### config.mk
export PLATFORM = sky130hd
export DESIGN_NAME = instr_fetch_ctrl
export DESIGN_NICKNAME = d
export VERILOG_FILES = /design/src/rtl/instr_fetch_ctrl.sv
export SDC_FILE = /design/constraint.sdc
export NUM_CORES = 1
export LEC_CHECK = 0
export CORE_UTILIZATION = 50
export DETAILED_ROUTE_END_ITERATION = 6
export PLACE_DENSITY = 0.94
export SETUP_SLACK_MARGIN = 0.15
export SYNTH_ARGS = -nofsm -noshare
export SYNTH_HDL_FRONTEND = slang
export SYNTH_SLANG_ARGS = --single-unit
### constraint.sdc
create_clock -name clk -period 3 [get_ports clk]
set_clock_uncertainty 0.1 [all_clocks]
set_input_delay 0.6 -clock clk [delete_from_list [all_inputs] [get_ports clk]]
set_output_delay 0.6 -clock clk [all_outputs]
set_load 0.02 [all_outputs]
### src/rtl/instr_fetch_ctrl.sv
// instr_fetch_ctrl: sequential instruction fetch from a combinational ROM.
// Runs IDLE -> RUN -> HALTED, with stall, branch redirect and halt control.
//
// Ports:
//   clk           : clock, all state updates on the rising edge
//   reset         : synchronous active-high reset
//   start         : begin execution at START_ADDR (IDLE/HALTED only)
//   stall         : downstream not ready, freezes fetch state
//   branch_taken  : presented instruction redirects flow
//   branch_target : redirect address
//   halt_req      : presented instruction is a halt
//   rom_data      : ROM read data for rom_addr
//   rom_addr      : ROM read address (the pc register)
//   instr         : registered instruction presented downstream
//   instr_pc      : address instr was fetched from
//   instr_valid   : instr/instr_pc valid this cycle
//   busy          : high while in RUN
//   done          : high while HALTED
//   instr_count   : accepted instructions since start, saturating
module instr_fetch_ctrl #(
  parameter int ROM_SIZE    = 256,
  parameter int INSTR_WIDTH = 9,
  parameter int START_ADDR  = 0,
  localparam int ADDR_W     = $clog2(ROM_SIZE)
) (
  input  logic                   clk,
  input  logic                   reset,
  input  logic                   start,
  input  logic                   stall,
  input  logic                   branch_taken,
  input  logic [ADDR_W-1:0]      branch_target,
  input  logic                   halt_req,
  input  logic [INSTR_WIDTH-1:0] rom_data,
  output logic [ADDR_W-1:0]      rom_addr,
  output logic [INSTR_WIDTH-1:0] instr,
  output logic [ADDR_W-1:0]      instr_pc,
  output logic                   instr_valid,
  output logic                   busy,
  output logic                   done,
  output logic [15:0]            instr_count
);

  typedef enum logic [1:0] {
    S_IDLE   = 2'd0,
    S_RUN    = 2'd1,
    S_HALTED = 2'd2
  } state_t;

  localparam logic [ADDR_W-1:0] START_PC =
    ADDR_W'(START_ADDR);
  localparam logic [ADDR_W-1:0] PC_ONE =
    ADDR_W'(1);

  state_t                   state, state_n;
  logic [ADDR_W-1:0]        pc, pc_n;
  logic [INSTR_WIDTH-1:0]   instr_n;
  logic [ADDR_W-1:0]        instr_pc_n;
  logic                     valid_n;
  logic                     done_n;
  logic [15:0]              count_n;

  logic in_run;
  logic do_halt;
  logic do_br;
  logic do_stall;
  logic do_fetch;
  logic accept;

  // Mutually exclusive RUN actions in priority order.
  // Halt and branch only act on a valid presented instruction.
  assign in_run   = (state == S_RUN);
  assign do_halt  = in_run & instr_valid & halt_req;
  assign do_br    = in_run & instr_valid & branch_taken
                  & ~halt_req;
  assign do_stall = in_run & stall & ~do_halt & ~do_br;
  assign do_fetch = in_run & ~stall & ~do_halt & ~do_br;

  // Halt and branch consume the presented instruction
  // even when the downstream stage is stalling.
  assign accept = in_run & instr_valid
                & (~stall | do_halt | do_br);

  assign rom_addr = pc;
  assign busy     = in_run;

  always_comb begin
    state_n    = state;
    pc_n       = pc;
    instr_n    = instr;
    instr_pc_n = instr_pc;
    valid_n    = instr_valid;
    done_n     = done;
    count_n    = instr_count;

    if (accept && instr_count != 16'hFFFF) begin
      count_n = instr_count + 16'd1;
    end

    unique case (state)
      S_IDLE, S_HALTED: begin
        if (start) begin
          state_n = S_RUN;
          pc_n    = START_PC;
          valid_n = 1'b0;
          done_n  = 1'b0;
          count_n = 16'd0;
        end
      end
      S_RUN: begin
        unique case (1'b1)
          do_halt: begin
            state_n = S_HALTED;
            done_n  = 1'b1;
            valid_n = 1'b0;
          end
          do_br: begin
            // ROM data read this cycle is discarded: one bubble.
            pc_n    = branch_target;
            valid_n = 1'b0;
          end
          do_stall: begin
          end
          do_fetch: begin
            instr_n    = rom_data;
            instr_pc_n = pc;
            valid_n    = 1'b1;
            pc_n       = pc + PC_ONE;
          end
          default: begin
          end
        endcase
      end
      default: begin
        state_n = S_IDLE;
      end
    endcase
  end

  always_ff @(posedge clk) begin
    if (reset) begin
      state       <= S_IDLE;
      pc          <= START_PC;
      instr       <= '0;
      instr_pc    <= '0;
      instr_valid <= 1'b0;
      done        <= 1'b0;
      instr_count <= 16'd0;
    end else begin
      state       <= state_n;
      pc          <= pc_n;
      instr       <= instr_n;
      instr_pc    <= instr_pc_n;
      instr_valid <= valid_n;
      done        <= done_n;
      instr_count <= count_n;
    end
  end

endmodule

# --- Yosys cells after proc, flatten, opt, wreduce, memory -nomap -nowiden ---
# Index checks and enable logic that the tools add are counted.
word_totals:
  regBits: 45
  latchBits: 0
  ramBits: 0
  romBits: 0
  in_bits: 23
  out_inout_bits: 44
  word_cells: 54
  memories: 0
op_classes:
  add_sub_neg: 2
  n_mul: 0
  div_mod_pow: 0
  n_lt_le_gt_ge: 0
  n_eq_ne: 7
  shift: 0
  n_mux: 14
  bitwise: 14
  n_reduce_logical: 10
ops:
  columns: ["op", "count"]
  rows:
  - ["16-bit 2-to-1 mux", 3]
  - ["8-bit one-hot mux with 2 select lines", 2]
  - ["16-bit by 1-bit adder with 16-bit output, second input constant", 1]
  - ["16-bit != test, second input constant", 1]
  - ["3-bit AND reduction", 3]
  - ["8-bit by 1-bit adder with 8-bit output, second input constant", 1]
  - ["1-bit bitwise AND", 8]
  - ["8-bit 2-to-1 mux", 1]
  - ["1-bit one-hot mux with 2 select lines", 3]
  - ["2-bit 2-to-1 mux", 2]
  - ["1-bit inverter", 4]
  - ["2-bit one-hot mux with 2 select lines", 1]
  - ["2-bit AND reduction", 2]
  - ["2-bit OR reduction", 2]
  - ["3-bit by 1-bit != test with 1-bit output, second input constant", 1]
  - ["3-bit by 2-bit != test with 1-bit output, second input constant", 1]
  - ["2-bit by 1-bit == test with 1-bit output, second input constant", 1]
  - ["2-bit == test, second input constant", 1]
  - ["2-bit logical NOT", 1]
  - ["1-bit 2-to-1 mux", 2]
  - ["2-bit by 1-bit != test with 1-bit output, second input constant", 1]
  - ["2-bit != test, second input constant", 1]
  - ["1-bit bitwise OR", 2]
  - ["2-bit nonzero test", 1]
  - ["1-bit logical AND", 1]

# --- Depth between registers and ports, before layout ---
# Gate-level depths: netlist of the first run.
depth:
  ltp_word: 10
  depth_mapped: 7
  mapped_depth_nobuf: 5

# --- Worst setup path after synthesis of the first run ---
# Ideal clock, no wire load.
synth_timing:
  path_type: "reg2reg"
  from: "register instr_count[0]"
  to: "register instr_count[1]"
  setup_ns: 0.115
  t_arrival_ns: 1.722
  required_ns: 2.785
  slack_ns: 1.063
  stages_incl_launch_ff: 8
  n_path_buf: 2
  synth_period_minus_slack_ns: 1.937
  cell_sequence: "dfxtp_1 -> ha_1 -> nand4_1 -> nor4_1 -> buf_2 -> buf_4 -> nor3b_1 -> o21a_1"
synth_via:
  elab_chain_len: 5
  elab_cells_between_ends: 6
  classes_between: "add/sub (1); eq/ne (1); mux (3); reduce/logical (1)"
synth_lines:
  columns: ["element", "line", "rtl"]
  rows:
  - ["from (decl)", "40", "output logic [15:0] instr_count"]
  - ["from (signal assigned)", "155", "instr_count <= count_n;"]
  - ["branches (longest 2 deep; another with 16-bit by 1-bit adder with 16-bit output)", null, null]
  - ["16-bit 2-to-1 mux (*)", "95", "if (accept && instr_count != 16'hFFFF) begin"]
  - ["16-bit 2-to-1 mux", "101", "if (start) begin"]
  - ["16-bit 2-to-1 mux (*)", "99", "unique case (state)"]
# Every way passes the cells marked *.
# A chain may end at the register's enable or synchronous reset.

# --- Worst setup path in the final report of the first run ---
layout_timing:
  from: "register state[0]"
  to: "output busy"
layout_via:
  elab_chain_len: 1
layout_lines:
  columns: ["element", "line", "rtl"]
  rows:
  - ["from (decl)", "54", "state_t state, state_n;"]
  - ["from (signal assigned)", "149", "state <= state_n;"]
  - ["2-bit by 1-bit == test with 1-bit output", "71", "assign in_run = (state == S_RUN);"]
  - ["to (decl)", "38", "output logic busy,"]
# No other way between the ends.

==> results of run 1 <==
## layout by cell type (no fill, tap or decap), types with 6 or more instances in the layout
cell	count
sky130_fd_sc_hd__nor2_1	7
sky130_fd_sc_hd__buf_4	7
sky130_fd_sc_hd__a21oi_1	35
sky130_fd_sc_hd__clkdlybuf4s50_1	66
sky130_fd_sc_hd__nand2_1	45
sky130_fd_sc_hd__or3_1	8
sky130_fd_sc_hd__o21ai_0	8
sky130_fd_sc_hd__inv_1	6
sky130_fd_sc_hd__and4_1	6
sky130_fd_sc_hd__nand4_1	10
sky130_fd_sc_hd__nand3_1	12
sky130_fd_sc_hd__o31ai_1	6
sky130_fd_sc_hd__dfxtp_1	45
sky130_fd_sc_hd__or4_1	7
## where the power goes
group	switching [mW]	internal, mW
Combinational	0.0756	0.0690
Sequential	0.0130	0.608
Clock	0.201	0.331
## layout make-up
cell class	count	area share, %
tap	50	2.07
sequential	45	29.8
inverter	6	0.745
clock inverter	3	2.15
multi-input combinational	199	39.4
clock buffer	5	2.28
timing repair buffer	73	23.6
## worst max-delay path by stage
stage / slack (ns) / startpoint / end
5_1_grt: 0.44 / state[0] / busy
4_1_cts: 0.55 / state[0] / busy
3_5_place_dp: 0.45 / halt_req / instr_count[4]
2_1_floorplan: 1.06 / instr_count[0] / instr_count[1]
3_3_place_gp: 0.52 / halt_req / instr_count[3]
6_report: 0.55 / state[0] / busy
## worst min-delay path, delay by kind of cell, from the launching register on
kind / cells / cell delay, ns
AO/OA/AOI/OAI: 1 / 0.05
AND/OR/NAND/NOR: 1 / 0.05
flip-flops: 1 / 0.32
## kinds of logic (layout without fill, tap and decap cells)
group           Yosys count  in the layout  synth area share [%]
simple gates            123            123                  31.7
compound gates           72             72                  20.6
flops                    45             45                  41.4
fa+ha+maj                 2              2                  1.15
mux                       2              2                 0.919
buf+inv                  21             87                  4.25
## flip-flops by register name, summed over array words and instances (netlist names)
| register | flops |
|---|---|
| instr | 9 |
| done | 1 |
| instr_count | 16 |
| instr_pc | 8 |
| state | 2 |
| rom_addr | 8 |
| instr_valid | 1 |
## routing by layer
metal  share of wire (%)  GRT usage [%]  vias to the layer above
met5                   0              0                        -
met4                0.78           5.47                        0
met3                 6.5           5.33                        4
met2                  48           39.3                       97
met1                  45           34.3                     1038
li1                    -              -                     1113
==> load_flow_metrics.sql, run 1 <==
INSERT INTO impl_metrics (metric_group, metric, value, unit) VALUES
('run_status', 'run_status', 'completed', ''),
('hold_path', 'worstHoldPathCells', '2', ''),
('global_routing', 'grt_antenna_before_repair', '0', ''),
('layout', 'fill_cells', '317', ''),
('synth', 'netlist_top_cells_area', 'sky130_fd_sc_hd__dfxtp_1, sky130_fd_sc_hd__a21oi_1, sky130_fd_sc_hd__nand2_1', ''),
('worst_setup_path', 'timing.reg2reg.worst_path_depth', '4', ''),
('worst_setup_path', 'timing.critical_path.fanout_max', '8', ''),
('job', 'max_cap_violations', '0', ''),
('layout', 'finish.instance_area', '3020', 'um2'),
('placed_design', 'dp_area', '2890', 'um2'),
('hold_path', 'worstHoldPathType', 'reg2reg', ''),
('floorplan', 'die_w', '68.0', 'um'),
('placed_design', 'port_buffers', '66', ''),
('timing', 'timing.max_slew.rel_slack', '67.7', '%'),
('clocking', 'numCtsBuffers', '5', ''),
('synth', 'ys_dominant_reg_cell', 'sky130_fd_sc_hd__dfxtp_1', ''),
('timing', 'fin_tns_setup', '0', 'ns'),
('layout', 'instances_no_fill', '381', ''),
('floorplan', 'io_pins', '67', ''),
('layout', 'layout-drive-gt1-share', '6.65', '%'),
('clocking', 'cts_hold_buffers', '0', ''),
('clocking', 'cts_tree', 'yes', ''),
('hold_path', 'worst_hold_path.endpoint', 'instr[7]', ''),
('clocking', 'clk_latency', '0.29', 'ns'),
('timing', 'hold_slack', '0.357', 'ns'),
('routing', 'drcViolationCount', '0', ''),
('routing', 'via_count', '2252', ''),
('routing', 'wire_per_inst', '14.7', 'um'),
('global_routing', 'grt_pass1_wl', '8630', 'um'),
('clocking', 'clock_sinks', '45', ''),
('timing', 'maxClockFrequency', '409', 'MHz'),
('synth', 'postSynth.asyncResetShare', '0', '%'),
('floorplan', 'initial_core_util', '53.3', '%'),
('routing', 'drt.antenna.violating_nets', '0', ''),
('worst_setup_path', 'r2r-start', 'instr_valid', ''),
('power_and_ir_drop', 'power_leakage', '1.00', 'nW'),
('power_and_ir_drop', 'fin_total_pwr', '1.30', 'mW'),
('worst_setup_path', 'worst-path-stages', '3', ''),
('synth', 'ys_seq_elements', '45', ''),
('clocking', 'cts-htree-levels', '2', ''),
('worst_setup_path', 'cp_data_arrival_time', '1.75', 'ns'),
('synth', 'synth_commonest_cells', 'sky130_fd_sc_hd__dfxtp_1, sky130_fd_sc_hd__nand2_1, sky130_fd_sc_hd__a21oi_1, sky130_fd_sc_hd__nand3_1, sky130_fd_sc_hd__nand4_1', ''),
('layout', 'multiInputGateArea', '1190', 'um2'),
('layout', 'final_core_util', '74.0', '%'),
('worst_setup_path', 'startpoint_type_of_the_worst_setup_path', 'flop', ''),
('placed_design', 'routabilityCongestion', '0.861', ''),
('worst_setup_path', 'critical_path_class', 'reg2out', ''),
('worst_setup_path', 'setup.reg_to_reg.worst_slack', '1.04', 'ns'),
('power_and_ir_drop', 'maximum_vdd_ir_drop', '0.268', 'mV'),
('worst_setup_path', 'slowest_stage', 'sky130_fd_sc_hd__clkdlybuf4s50_1', ''),
('synth', 'syn_inst_count', '265', ''),
('worst_setup_path', 'timing.rr.end', 'instr_count[4]', ''),
('routing', 'detail_route.wirelength', '5620', 'um'),
('floorplan', 'core.rowCount', '23', ''),
('global_routing', 'overflow', '0', ''),
('worst_setup_path', 'setup.worst_path.end_class', 'output pin', ''),
('worst_setup_path', 'required', '2.30', 'ns'),
('layout', 'seq_area', '901', 'um2'),
('routing', 'drt_pre_antenna_iters', '5', ''),
('placed_design', 'place.detailed.hpwl', '3940', 'um'),
('layout', 'num-nets-final', '355', ''),
('timing', 'final_min_period_over_clock_period', '81.6', '%'),
('timing', 'grt_setup_unrepaired', 'false', ''),
('timing', 'final_hold_viol_count', '0', ''),
('clocking', 'clock_pin_slew_worst_setup_and_hold_paths', '0.09', 'ns'),
('global_routing', 'maximum_number_of_pins_on_one_net_before_global_route_repair', '28', ''),
('placed_design', 'place_ws', '0.448', 'ns'),
('timing', 'worstMarginPinSlew', '0.482', 'ns'),
('floorplan', 'die_height', '68.0', 'um'),
('routing', 'viasPerCell', '5.91', ''),
('synth', 'synth.cell_area', '2180', 'um2');
(Power assumes the default switching activity.)
==> inputs of run 2 (changes only) <==
- CORE_UTILIZATION: 50 -> 42
- PLACE_DENSITY: 0.94 -> 0.85
- clock period: 3 -> 2.2 ns (I/O delays scaled with it)
==> run 2 against run 1 <==
  * Register-to-register slack got worse by 0.71 ns
  * Combinational power rose by 47%
  * Wire length rose by 4.9%
  * Global-route usage fell by 2.8 points
  * Hold slack improved by 0.00064 ns
  * Largest power group unchanged
  * Total power up 40%
  * Cell count rose by 7.3%
  * Clock power rose by 43%
  * Critical path type unchanged
  * Utilization is 9.2 points lower
  * Sequential cell count did not move
  * Worst setup slack worse by 0.35 ns
  * Sequential power is 36% higher
==> load_flow_metrics.sql, run 2 (synthesis results as in run 1) <==
INSERT INTO impl_metrics (metric_group, metric, value, unit) VALUES
('layout', 'instances_no_fill', '409', ''),
('layout', 'number_of_flip_flops_under_the_largest_register_name', '16', ''),
('layout', 'top_regs', 'instr_count x16, instr x9', ''),
('routing', 'via_count', '2360', ''),
('worst_setup_path', 'timing.reg2reg.worst_path_depth', '6', ''),
('power_and_ir_drop', 'power_density', '578', 'nW/um2'),
('worst_setup_path', 'cp_slowest_stage_delay', '0.36', 'ns'),
('run_status', 'run_status', 'completed', ''),
('layout', 'layout_commonest_cell', 'sky130_fd_sc_hd__clkdlybuf4s50_1', ''),
('layout', 'layout-drive-gt1-share', '11.4', '%'),
('timing', 'worstMarginPinSlew', '0.410', 'ns'),
('worst_setup_path', 'timing.rr.end', 'instr_count[3]', ''),
('worst_setup_path', 'startpoint_type_of_the_worst_setup_path', 'flop', ''),
('layout', 'finish.instance_area', '3140', 'um2'),
('global_routing', 'maximum_number_of_pins_on_one_net_before_global_route_repair', '21', ''),
('floorplan', 'fp.dieArea', '5480', 'um2'),
('power_and_ir_drop', 'power_leakage', '1.06', 'nW'),
('worst_setup_path', 'required', '1.66', 'ns'),
('global_routing', 'overflow', '0', ''),
('timing', 'final_hold_viol_count', '0', ''),
('layout', 'largest-register', 'instr_count', ''),
('timing', 'grt_setup_unrepaired', 'true', ''),
('timing', 'timing.final.max_slew_violations', '0', ''),
('placed_design', 'place.detailed.hpwl', '4220', 'um'),
('global_routing', 'grt_antenna_before_repair', '0', ''),
('routing', 'drt.antenna.violating_nets', '0', ''),
('routing', 'drt_pre_antenna_iters', '5', ''),
('clocking', 'cts_tree', 'yes', ''),
('hold_path', 'hold_path.startpoint', 'instr[6]', ''),
('global_routing', 'groute.usage.overall', '22.0', '%'),
('routing', 'detail_route.wirelength', '5890', 'um'),
('placed_design', 'place.detailed.instances', '401', ''),
('power_and_ir_drop', 'maximum_vdd_ir_drop', '0.498', 'mV'),
('timing', 'timing.max_slew.rel_slack', '72.4', '%'),
('floorplan', 'io_pins', '67', ''),
('global_routing', 'first_global_vias', '2137', ''),
('floorplan', 'initial_core_util', '44.9', '%'),
('worst_setup_path', 'sequence_of_cells_on_the_critical_path', 'nand2b_2, inv_1, dlygate4sd2_1', ''),
('placed_design', 'dp_area', '2990', 'um2'),
('clocking', 'clk_path_buf_depth', '2', ''),
('routing', 'wire_per_inst', '14.4', 'um'),
('hold_path', 'worstHoldPathCells', '2', ''),
('clocking', 'clock_sinks', '45', ''),
('worst_setup_path', 'setup.worst_path.end_class', 'output pin', ''),
('layout', 'synthesis_to_finish_area_growth', '44.2', '%'),
('clocking', 'cts-htree-levels', '2', ''),
('clocking', 'numCtsBuffers', '5', ''),
('timing', 'period_needed', '2.00', 'ns'),
('worst_setup_path', 'setup.reg_to_reg.worst_slack', '0.33', 'ns'),
('floorplan', 'die_height', '74.0', 'um'),
('routing', 'viasPerCell', '5.77', ''),
('layout', 'diodes', '0', ''),
('timing', 'setup_violations', '0', ''),
('worst_setup_path', 'critical_path.top_delay_family', 'buffers and inverters', ''),
('worst_setup_path', 'critical_path_class', 'reg2out', ''),
('routing', 'drcViolationCount', '0', ''),
('worst_setup_path', 'worst-path-buf-inv', '2', ''),
('worst_setup_path', 'r2r-start', 'instr_count[0]', ''),
('job', 'max_cap_violations', '0', ''),
('layout', 'most-common-layout-cells', 'sky130_fd_sc_hd__clkdlybuf4s50_1, sky130_fd_sc_hd__nand2_1, sky130_fd_sc_hd__dfxtp_1, sky130_fd_sc_hd__a21oi_1, sky130_fd_sc_hd__buf_4', ''),
('floorplan', 'die_w', '74.0', 'um'),
('timing', 'final_min_period_over_clock_period', '90.7', '%'),
('hold_path', 'worstHoldPathType', 'reg2reg', ''),
('routing', 'initialDrtViolationCount', '165', ''),
('floorplan', 'core_area', '4850', 'um2'),
('clocking', 'cts_hold_buffers', '0', ''),
('timing', 'maxClockFrequency', '501', 'MHz'),
('worst_setup_path', 'timing.critical_path.fanout_max', '6', ''),
('layout', 'num-nets-final', '366', ''),
('timing', 'hold_slack', '0.358', 'ns'),
('placed_design', 'port_buffers', '66', ''),
('placed_design', 'routabilityCongestion', '0.870', ''),
('hold_path', 'worst_hold_path.endpoint', 'instr[6]', ''),
('global_routing', 'grt_pass1_wl', '9540', 'um'),
('clocking', 'clock_pin_slew_worst_setup_and_hold_paths', '0.09', 'ns'),
('worst_setup_path', 'cp_data_arrival_time', '1.46', 'ns'),
('clocking', 'clock_tree.root_cell', 'sky130_fd_sc_hd__clkbuf_8', ''),
('floorplan', 'core.rowCount', '25', ''),
('worst_setup_path', 'slowest_stage', 'sky130_fd_sc_hd__dfxtp_1', ''),
('clocking', 'clk_latency', '0.30', 'ns'),
('layout', 'final_core_util', '64.8', '%');
-- run 2: cell count changes in the layout (fill, tap and decap cells not counted), sizes merged --
cell           change
dlygate4sd2        +1
clkdlybuf4s50      -1
inv                +1
clkinv             -1
buf               +11
-- run 2: tightest hold or removal path, stage by stage (launching register included) --
cell and delay (ns):
sky130_fd_sc_hd__dfxtp_1 0.32, sky130_fd_sc_hd__nand2_1 0.05, sky130_fd_sc_hd__a21oi_1 0.05
-- run 2: area by class of cell --
| type | instances | area (um2) |
|---|---|---|
| flip-flops and latches | 45 | 905 |
| repair buffers | 84 | 795 |
| well taps | 67 | 83.8 |
| multi-input cells | 199 | 1200 |
| inverters | 6 | 22.5 |
| fillers | 404 | 1710 |
| clock buffers | 5 | 68.8 |
| clock inverters | 3 | 68.8 |
-- run 2: worst max path at each step --
stage,start,depth (start not counted),end
2_1_floorplan,instr_count[0],7,instr_count[1]
3_3_place_gp,halt_req,6,instr_count[6]
3_5_place_dp,halt_req,5,instr_count[3]
4_1_cts,state[0],3,busy
5_1_grt,state[1],3,busy
6_report,state[1],3,busy
-- run 2: through the flow --
step / total power [mW] / TNS [ns] / setup WS, ns
finish: 1.82 / 0 / 0.205
global route: 1.87 / 0 / 0.134
CTS: 1.82 / 0 / 0.166
detailed placement: 1.08 / -0.586 / -0.0814
global placement: 1.07 / -0.144 / -0.0397
floorplan: 0.960 / 0 / 0.263
-- run 2: per-layer routing --
| metal | wire length [um] | track usage [%] | up-vias | share of wire [%] |
|---|---|---|---|---|
| met1 | 2650 | 28.0 | 1131 | 45 |
| met3 | 292 | 4.47 | 10 | 5.0 |
| met5 | 0 | 0 | - | 0 |
| met2 | 2860 | 37.1 | 83 | 48 |
| li1 | - | - | 1136 | - |
| met4 | 92 | 7.69 | 0 | 1.6 |
-- run 2: where the power goes --
part	internal, mW	switching, mW
logic	0.106	0.107
registers	0.830	0.0171
clock network	0.457	0.299
-- run 2: timing repair --
item	4_1_cts	5_1_grt
resized for setup	1	6
setup endpoints to repair	1	8
buffers inserted	0	0
